[src/rtl/uart_rx_if.sv]
// uart_rx_if: bundles the serial line, parity selection and the received-byte
// status bus of uart_rx.
//   RXD          serial line, idle high, asynchronous to the system clock
//   PARITY_MODE  0 = even parity, 1 = odd parity
//   DOUT         last received byte
//   VALID        1-cycle strobe: DOUT / PARITY_ERR / FRAME_ERR updated
//   PARITY_ERR   parity mismatch on the last frame
//   FRAME_ERR    stop bit sampled low on the last frame
//   BUSY         receiver is inside a frame (start edge seen, not yet idle)
// modport master: the receiver (drives the status bus, reads line and mode).
// modport slave:  the line driver / byte consumer side.
interface uart_rx_if;
    logic       RXD;
    logic       PARITY_MODE;
    logic [7:0] DOUT;
    logic       VALID;
    logic       PARITY_ERR;
    logic       FRAME_ERR;
    logic       BUSY;

    modport master (
        input  RXD, PARITY_MODE,
        output DOUT, VALID, PARITY_ERR, FRAME_ERR, BUSY
    );

    modport slave (
        output RXD, PARITY_MODE,
        input  DOUT, VALID, PARITY_ERR, FRAME_ERR, BUSY
    );
endinterface

[src/rtl/uart_rx.sv]
// uart_rx: 8-bit serial receiver, frame = start + 8 data (LSB first) +
// parity + 1 stop. RXD is synchronised internally; a free-running 16x
// oversampling tick (cleared while idle) places every sample at mid-bit.
//   CLK  system clock, rising edge
//   RST  asynchronous reset, active high
//   bus  uart_rx_if.master: RXD, PARITY_MODE in; DOUT, VALID, PARITY_ERR,
//        FRAME_ERR, BUSY out (all outputs registered)
module uart_rx #(
    parameter int unsigned CLK_FREQ   = 125_000_000,
    parameter int unsigned BAUD_RATE  = 9600,
    parameter int unsigned OVERSAMPLE = 16
) (
    input  logic      CLK,
    input  logic      RST,
    uart_rx_if.master bus
);
    localparam int unsigned DIV = CLK_FREQ / (BAUD_RATE * OVERSAMPLE);
    localparam int unsigned CW  = (DIV > 1) ? $clog2(DIV) : 1;

    typedef enum logic [2:0] {
        S_IDLE, S_START, S_DATA, S_PARITY, S_STOP, S_BREAK
    } state_t;

    state_t        state;
    logic          rx_meta, rxs, rxs_prev;
    logic [1:0]    fill;
    logic          armed;
    logic [CW-1:0] cnt;
    logic [3:0]    idx;
    logic [2:0]    bit_cnt;
    logic [7:0]    shreg;
    logic          pmode, perr;
    logic [7:0]    dout_r;
    logic          valid_r, perr_r, ferr_r, busy_r;
    logic          tick, sample, fall;

    // The sync flops reset to 1, so their own reset value must not count as
    // the "1 seen first" that arms start detection: arming waits until the
    // chain has been refilled from the real line and shows a 1.
    always_ff @(posedge CLK or posedge RST) begin
        if (RST) begin
            rx_meta  <= 1'b1;
            rxs      <= 1'b1;
            rxs_prev <= 1'b1;
            fill     <= '0;
            armed    <= 1'b0;
        end else begin
            rx_meta  <= bus.RXD;
            rxs      <= rx_meta;
            rxs_prev <= rxs;
            fill     <= {fill[0], 1'b1};
            if (fill[1] && rxs)
                armed <= 1'b1;
        end
    end

    assign fall   = armed && rxs_prev && !rxs;
    assign tick   = (state != S_IDLE) && (cnt == CW'(DIV - 1));
    assign sample = tick && (idx == 4'd7);

    // Tick divider and tick index are held at zero in IDLE so the first
    // sample lands exactly 8 ticks after the detected start edge.
    always_ff @(posedge CLK or posedge RST) begin
        if (RST) begin
            cnt <= '0;
            idx <= '0;
        end else if (state == S_IDLE) begin
            cnt <= '0;
            idx <= '0;
        end else if (tick) begin
            cnt <= '0;
            idx <= idx + 4'd1;
        end else begin
            cnt <= cnt + CW'(1);
        end
    end

    always_ff @(posedge CLK or posedge RST) begin
        if (RST) begin
            state   <= S_IDLE;
            bit_cnt <= '0;
            shreg   <= '0;
            pmode   <= 1'b0;
            perr    <= 1'b0;
            dout_r  <= '0;
            valid_r <= 1'b0;
            perr_r  <= 1'b0;
            ferr_r  <= 1'b0;
            busy_r  <= 1'b0;
        end else begin
            valid_r <= 1'b0;
            case (state)
                S_IDLE: begin
                    if (fall) begin
                        state  <= S_START;
                        busy_r <= 1'b1;
                    end
                end
                S_START: begin
                    if (sample) begin
                        if (rxs) begin
                            state  <= S_IDLE;
                            busy_r <= 1'b0;
                        end else begin
                            pmode   <= bus.PARITY_MODE;
                            bit_cnt <= '0;
                            state   <= S_DATA;
                        end
                    end
                end
                S_DATA: begin
                    if (sample) begin
                        shreg <= {rxs, shreg[7:1]};
                        if (bit_cnt == 3'd7)
                            state <= S_PARITY;
                        else
                            bit_cnt <= bit_cnt + 3'd1;
                    end
                end
                S_PARITY: begin
                    if (sample) begin
                        perr  <= ((^shreg) ^ rxs) != pmode;
                        state <= S_STOP;
                    end
                end
                S_STOP: begin
                    if (sample) begin
                        dout_r  <= shreg;
                        valid_r <= 1'b1;
                        perr_r  <= perr;
                        ferr_r  <= ~rxs;
                        if (rxs) begin
                            state  <= S_IDLE;
                            busy_r <= 1'b0;
                        end else begin
                            state <= S_BREAK;
                        end
                    end
                end
                S_BREAK: begin
                    if (rxs) begin
                        state  <= S_IDLE;
                        busy_r <= 1'b0;
                    end
                end
                default: begin
                    state  <= S_IDLE;
                    busy_r <= 1'b0;
                end
            endcase
        end
    end

    assign bus.DOUT       = dout_r;
    assign bus.VALID      = valid_r;
    assign bus.PARITY_ERR = perr_r;
    assign bus.FRAME_ERR  = ferr_r;
    assign bus.BUSY       = busy_r;
endmodule

[src/flat_wrapper.sv]
// flat-port wrapper written by rule: the top's interface ports become plain ports
module uart_rx_flat 
#(
    parameter int unsigned CLK_FREQ   = 125_000_000,
    parameter int unsigned BAUD_RATE  = 9600,
    parameter int unsigned OVERSAMPLE = 16
)
  (CLK, RST, bus_RXD, bus_PARITY_MODE, bus_DOUT, bus_VALID, bus_PARITY_ERR, bus_FRAME_ERR, bus_BUSY);
  uart_rx_if bus_i ();
  input  logic CLK;
  input  logic RST;
  input wire logic [$bits(bus_i.RXD)-1:0] bus_RXD;
  input wire logic [$bits(bus_i.PARITY_MODE)-1:0] bus_PARITY_MODE;
  output wire logic [$bits(bus_i.DOUT)-1:0] bus_DOUT;
  output wire logic [$bits(bus_i.VALID)-1:0] bus_VALID;
  output wire logic [$bits(bus_i.PARITY_ERR)-1:0] bus_PARITY_ERR;
  output wire logic [$bits(bus_i.FRAME_ERR)-1:0] bus_FRAME_ERR;
  output wire logic [$bits(bus_i.BUSY)-1:0] bus_BUSY;
  assign bus_i.RXD = bus_RXD;
  assign bus_i.PARITY_MODE = bus_PARITY_MODE;
  assign bus_DOUT = bus_i.DOUT;
  assign bus_VALID = bus_i.VALID;
  assign bus_PARITY_ERR = bus_i.PARITY_ERR;
  assign bus_FRAME_ERR = bus_i.FRAME_ERR;
  assign bus_BUSY = bus_i.BUSY;
  uart_rx #(.CLK_FREQ(CLK_FREQ), .BAUD_RATE(BAUD_RATE), .OVERSAMPLE(OVERSAMPLE)) u_core (.CLK(CLK), .RST(RST), .bus(bus_i));
endmodule
[config.mk]
export PLATFORM = sky130hd
export DESIGN_NAME = uart_rx_flat
export DESIGN_NICKNAME = d
export VERILOG_FILES = /design/src/rtl/uart_rx_if.sv /design/src/rtl/uart_rx.sv /design/src/flat_wrapper.sv
export SDC_FILE = /design/constraint.sdc
export NUM_CORES = 1
export LEC_CHECK = 0
export ABC_AREA = 1
export BUFFER_PORTS_ARGS = -buffer_cell sky130_fd_sc_hd__buf_2
export CORE_ASPECT_RATIO = 0.5
export CORE_MARGIN = 2
export CORE_UTILIZATION = 64
export CTS_BUF_LIST = sky130_fd_sc_hd__clkbuf_16
export DETAILED_ROUTE_END_ITERATION = 8
export PLACE_DENSITY = 0.82
export SYNTH_ARGS = -nofsm -noshare
export SYNTH_HDL_FRONTEND = slang
export SYNTH_SLANG_ARGS = --single-unit
[constraint.sdc]
create_clock -name CLK -period 4.9 [get_ports CLK]
set_input_delay 0.98 -clock CLK [delete_from_list [all_inputs] [get_ports CLK]]
set_output_delay 0.98 -clock CLK [all_outputs]
set_load 0.1 [all_outputs]
==> results.cfg, run 1 <==
[layout]
fin_cells = 347
final_nets = 304
final_common_cell = nand2_1
final_cell_mix = nand2_1 (93), dfrtp_1 (45), o21ai_0 (25)
fillCellCount = 253
final_util = 0.749
post-route-cell-area_um2 = 2590
drive_gt1_frac = 0.125
syn2layout_area_growth_pct = 11.4
diodes = 0

[routing]
via_count = 1878
wl_per_cell_um = 12.8
drcViolationCount = 0
ant_nets = 0
via_per_inst = 5.41
first_pass_iters = 4
dr.first_iter.drc_count = 170
drt_wl_total_um = 4440

[power_and_ir_drop]
pwr-share-comb = 0.251
p_per_area_nw_per_um2 = 432
p_sw_frac = 0.337
p_int_mw = 0.741
power_frac_seq = 0.413
power_frac_clock = 0.336
power.net_switching_mw = 0.376
leakage_nw = 1.35
vdd_drop_max_mv = 0.222

[setup_path]
path_cells = buf_2
reg2reg_depth = 10
crit_type = reg2out
cp_top_family = buffers and inverters
cp-end-kind = output pin
cp-start-kind = flip-flop
cp_slowest_cell = buf_2
reg2reg_slack_ns = 2.97
worstReg2RegStart = u_core.cnt[0]
worst-path-buf-inv = 1
crit_path_max_fanout = 2
r2r_end = u_core.bit_cnt[2]
crit_arrival_ns = 1.07
cp.depth = 1
critPathRequiredTime_ns = 3.92
cpPeakStageDelay_ns = 0.43

[clock_tree]
clockBufferDepth = 2
clk_latency_ns = 0.28
cts.htree.levels = 2
clock_sinks = 48
postCtsHoldBufs = 0
cts_resized = 0
cts_tree = built
numCtsBuffers = 5
post_cts_buffers = 0
cts-root-buf = clkbuf_16
clkTransAtPathRegs_ns = 0.06

[die]
die_area_um2 = 4160
coreArea_um2 = 3450
die_y_um = 46.6
io_pins = 16
placementRows = 15
die_w_um = 89.2
start_util = 0.672

[yosys]
synth_edf_count = 0
syn_area_um2 = 2320
ys_types = 31
seq_area_frac_synth = 0.519
synth_area_per_cell_um2 = 8.35
async_reset_ff_frac = 1.00
synth_nets = 287
synth-seq-cells = 48
syn_inst = 278
synth_top_cell_by_area = dfrtp_1
ys.flop_type = dfrtp_1
synthTopCellsByArea = dfrtp_1 (48%), nand2_1 (15%), o21ai_0 (5.4%)
synth_warnings = 0
synthDominantCellAreaShare = 0.485

[sta]
tns_ns = 0
min_period_ns = 2.05
rsz0062_at_grt = no
fmax_mhz = 488
finalSetupViolCount = 0
hold_viol_final = 0
relSlewSlack = 0.352
drv_slew = 0
worst_pin_slew_ns = 0.971
fin_crit_sh = 0.418
fin_worst_skew_ns = 0.00574

[grt]
grt_max_degree = 49
first_global_vias = 1769
track_usage = 0.238
antenna_found_initial = 0
grt-ovfl-total = 0
grt_pass1_wl_um = 7330

[placed_design]
portBuffers = 15
place_congestion = 0.921
dp.cells = 339
detailed_place.area_um2 = 2420
dp_hpwl_um = 3030

[min_path]
hp-class = reg2reg
holdPathStages = 0
worstHoldStart = u_core.rx_meta
min_to = u_core.rxs

[run_status]
run_status = completed

[run]
max-cap-violations = 0
cell families after synthesis:
family          Yosys count  share of synthesized area
simple gates            153                      0.292
flops                    48                      0.519
compound gates           35                     0.0787
buf+inv                  29                     0.0555
xor+xnor                  7                     0.0264
fa+ha+maj                 5                     0.0269
other cells               1                    0.00161
routing by layer:
metal  up-vias  part of all wire  GRT usage
met5         -                 0          0
met4         0             0.022     0.0866
met3        13             0.036     0.0538
met2        45              0.51      0.450
met1       897              0.43      0.269
li1        923                 -          -
stage by stage:
stage	worst slack (ns)	hold slack, ns	power, mW
after detailed placement	3.00	0.347	0.747
final	2.85	0.356	1.12
after floorplan	2.78	0.331	0.692
after global placement	3.02	0.331	0.739
after CTS	2.84	0.356	1.12
after global routing	2.75	0.364	1.18
area by class of cell:
| cell class | instances | area [µm²] | share of cell area |
|---|---|---|---|
| repair buffers | 15 | 75.1 | 0.0290 |
| flip-flops and latches | 48 | 1200 | 0.466 |
| clock buffers | 5 | 125 | 0.0484 |
| multi-input cells | 201 | 988 | 0.382 |
| inverters | 24 | 90.1 | 0.0348 |
| well taps | 51 | 63.8 | 0.0247 |
| clock inverters | 3 | 38.8 | 0.0150 |
worst max path at each step:
| stage | start | to | slack [ns] |
|---|---|---|---|
| after floorplan | RST | u_core.armed | 2.78 |
| after global placement | u_core.cnt[0] | u_core.bus.DOUT[2] | 3.02 |
| after detailed placement | RST | u_core.shreg[4] | 3.00 |
| after CTS | u_core.bus.DOUT[0] | bus_DOUT[0] | 2.84 |
| after global routing | u_core.cnt[0] | u_core.bus.DOUT[5] | 2.75 |
| final | u_core.bus.DOUT[0] | bus_DOUT[0] | 2.85 |
synth_stat cells, types with 2 or more instances:
library cell / n
a21oi_1: 7
buf_6: 2
dfrtp_1: 45
dfstp_2: 3
ha_1: 5
inv_1: 22
inv_2: 2
nand2_1: 93
nand3_1: 19
nand4_1: 2
nor2_1: 20
nor2_2: 2
nor2_4: 3
nor3_1: 6
nor3b_1: 2
o21ai_0: 25
xnor2_1: 3
xor2_1: 4
flip-flops by register name, indices dropped and copies added (netlist names), 2 cells and up:
| name | cells |
|---|---|
| u_core.cnt | 10 |
| u_core.bus.DOUT | 8 |
| u_core.shreg | 8 |
| u_core.idx | 4 |
| u_core.bit_cnt | 3 |
| u_core.state | 3 |
| u_core.fill | 2 |
power groups by stage:
stage                     Sequential, mW  Combinational, mW  Clock (mW)
after CTS                          0.460              0.282       0.381
after global placement             0.465              0.274           0
after global routing               0.465              0.318       0.395
final                              0.461              0.280       0.375
after detailed placement           0.467              0.280           0
after floorplan                    0.488              0.204           0
Note: power is estimated with default switching activity, not from simulation.
==> inputs of run 2 (changes only) <==
- CORE_UTILIZATION: 64 -> 59
- PLACE_DENSITY: 0.82 -> 0.76
- clock period: 4.9 -> 2 ns (I/O delays scaled with it)
==> run 2 against run 1 <==
  * First-iteration DRC count is 45% lower
  * Combinational power grew to 2.5 times the previous value
  * Total power up 130%
  * Final cell count increased by 2.3%
  * Final area increased by 0.73%
  * Wire length decreased by 3.1%
  * Largest power group unchanged
  * Utilization decreased by 7.1 points
  * Global-route usage is 2.3 points lower
  * Clock power up 110%
  * Setup slack worse by 2.6 ns
==> results.cfg, run 2 (synthesized netlist as in run 1, its figures left out) <==
[run_status]
run_status = completed

[routing]
first_pass_iters = 4
drcViolationCount = 0
drt_wl_total_um = 4310
via_per_inst = 5.22
dr.first_iter.drc_count = 93
via_count = 1853
ant_nets = 0
wl_per_cell_um = 12.1

[setup_path]
worstReg2RegStart = u_core.cnt[0]
path_cells = inv_1, ha_1, nand2_1, nor2_2, nand2_1, nor2_4, nand3_4, buf_4, o21ai_0, nand2_1
cp-end-kind = flip-flop
worst-path-buf-inv = 2
cpPeakStageDelay_ns = 0.41
crit_arrival_ns = 1.94
cpMostUsedCell = nand2_1
r2r_end = u_core.bus.PARITY_ERR
crit_path_max_fanout = 9
cp_slowest_cell = dfrtp_1
critPathRequiredTime_ns = 2.17
reg2reg_depth = 10
cp_top_family = simple AND/OR/NAND/NOR gates
crit_type = reg2reg
crit_start = u_core.cnt[0]
reg2reg_slack_ns = 0.22
cp-start-kind = flip-flop

[clock_tree]
cts-root-buf = clkbuf_16
cts.htree.levels = 2
clk_latency_ns = 0.28
clockBufferDepth = 2
postCtsHoldBufs = 0
cts_tree = built
numCtsBuffers = 5
clkTransAtPathRegs_ns = 0.06
clock_sinks = 48

[min_path]
hp-class = in2async

[sta]
fmax_mhz = 563
worst_pin_slew_ns = 0.534
drv_slew = 0
finalSetupViolCount = 0
hold_viol_final = 0
min_period_ns = 1.78
relSlewSlack = 0.643
rsz0062_at_grt = no
tns_ns = 0
fin_crit_sh = 0.889
fin_worst_skew_ns = 0.00512

[die]
placementRows = 16
die_w_um = 92.7
start_util = 0.604
io_pins = 16
die_area_um2 = 4480
die_y_um = 48.4
coreArea_um2 = 3840

[layout]
syn2layout_area_growth_pct = 12.2
fin_cells = 355
largest_register_ffs = 10
drive_gt1_frac = 0.133
regArea_um2 = 1200
final_nets = 309
final_common_cell = nand2_1
regMostFlops = u_core.cnt
multi_input_area_um2 = 993
final_cell_mix = nand2_1 (93), dfrtp_1 (45), o21ai_0 (25)
fillCellCount = 310
diodes = 0

[grt]
antenna_found_initial = 0
first_global_vias = 1709
grt-ovfl-total = 0
track_usage = 0.215
grt_max_degree = 26
grt_pass1_wl_um = 7580

[placed_design]
dp_hpwl_um = 2920
dp.cells = 345
place_congestion = 0.805
portBuffers = 15

[power_and_ir_drop]
leakage_nw = 1.36
p_per_area_nw_per_um2 = 1000
vdd_drop_max_mv = 0.506

[run]
max-cap-violations = 0
-- run 2: cell types whose count changed in the layout (fill, tap and decap cells not counted) --
cell	delta
clkinv_1	+1
clkinv_2	-1
buf_4	+5
nor2_2	-1
bufinv_16	-1
nor2_4	+1
inv_1	+1
-- run 2: per-layer routing --
metal,global-route usage,routed length [µm]
met3,0.0592,186
met2,0.377,2050
met4,0.0637,59
met1,0.262,2010
met5,0,0
-- run 2: where the power goes --
part	total (mW)	internal [mW]	leakage [nW]	switching, mW
Combinational	0.708	0.186	0.650	0.522
Sequential	1.13	1.05	0.636	0.0828
Clock	0.772	0.450	0.0738	0.322
-- run 2: worst max-delay path by stage --
stage / to / slack [ns] / cells after the start
CTS: u_core.bus.DOUT[3] / 0.05 / 10
detailed placement: u_core.bus.PARITY_ERR / 0.06 / 10
finish: u_core.bus.PARITY_ERR / 0.22 / 10
global route: u_core.shreg[7] / 0.006 / 10
floorplan: u_core.armed / 0.46 / 1
global placement: u_core.bus.DOUT[1] / 0.20 / 10
-- run 2: through the flow --
stage	power, mW	worst slack (ns)	hold WS, ns	utilization	instance area [µm²]
2_1_floorplan	1.70	0.460	0.331	-	2320
3_3_place_gp	1.82	0.199	0.332	0.637	2450
3_5_place_dp	1.84	0.0600	0.335	0.637	2450
4_1_cts	2.63	0.0461	0.169	0.673	2580
5_1_grt	2.79	0.00623	0.196	0.678	2610
6_report	2.61	0.223	0.148	0.678	2610
-- run 2: worst register-to-register path: stages, from the launching register on --
cell and delay [ns]:
dfrtp_1 0.41, inv_1 0.11, ha_1 0.15, nand2_1 0.06, nor2_2 0.10, nand2_1 0.09, nor2_4 0.15, nand3_4 0.15
buf_4 0.21, o21ai_0 0.18, nand2_1 0.07
-- run 2: final cells by class --
type                            count  area share
Inverter                           24      0.0346
Tap cell                           54      0.0259
Timing Repair Buffer               20      0.0432
Clock buffer                        5      0.0480
Clock inverter                      3     0.00432
Multi-Input combinational cell    201       0.381
Sequential cell                    48       0.463
-- run 2: timing repair --
item / CTS / global route
gates resized for setup: 0 / 1
endpoints found under the setup margin: 0 / 27
buffers inserted: 0 / 2
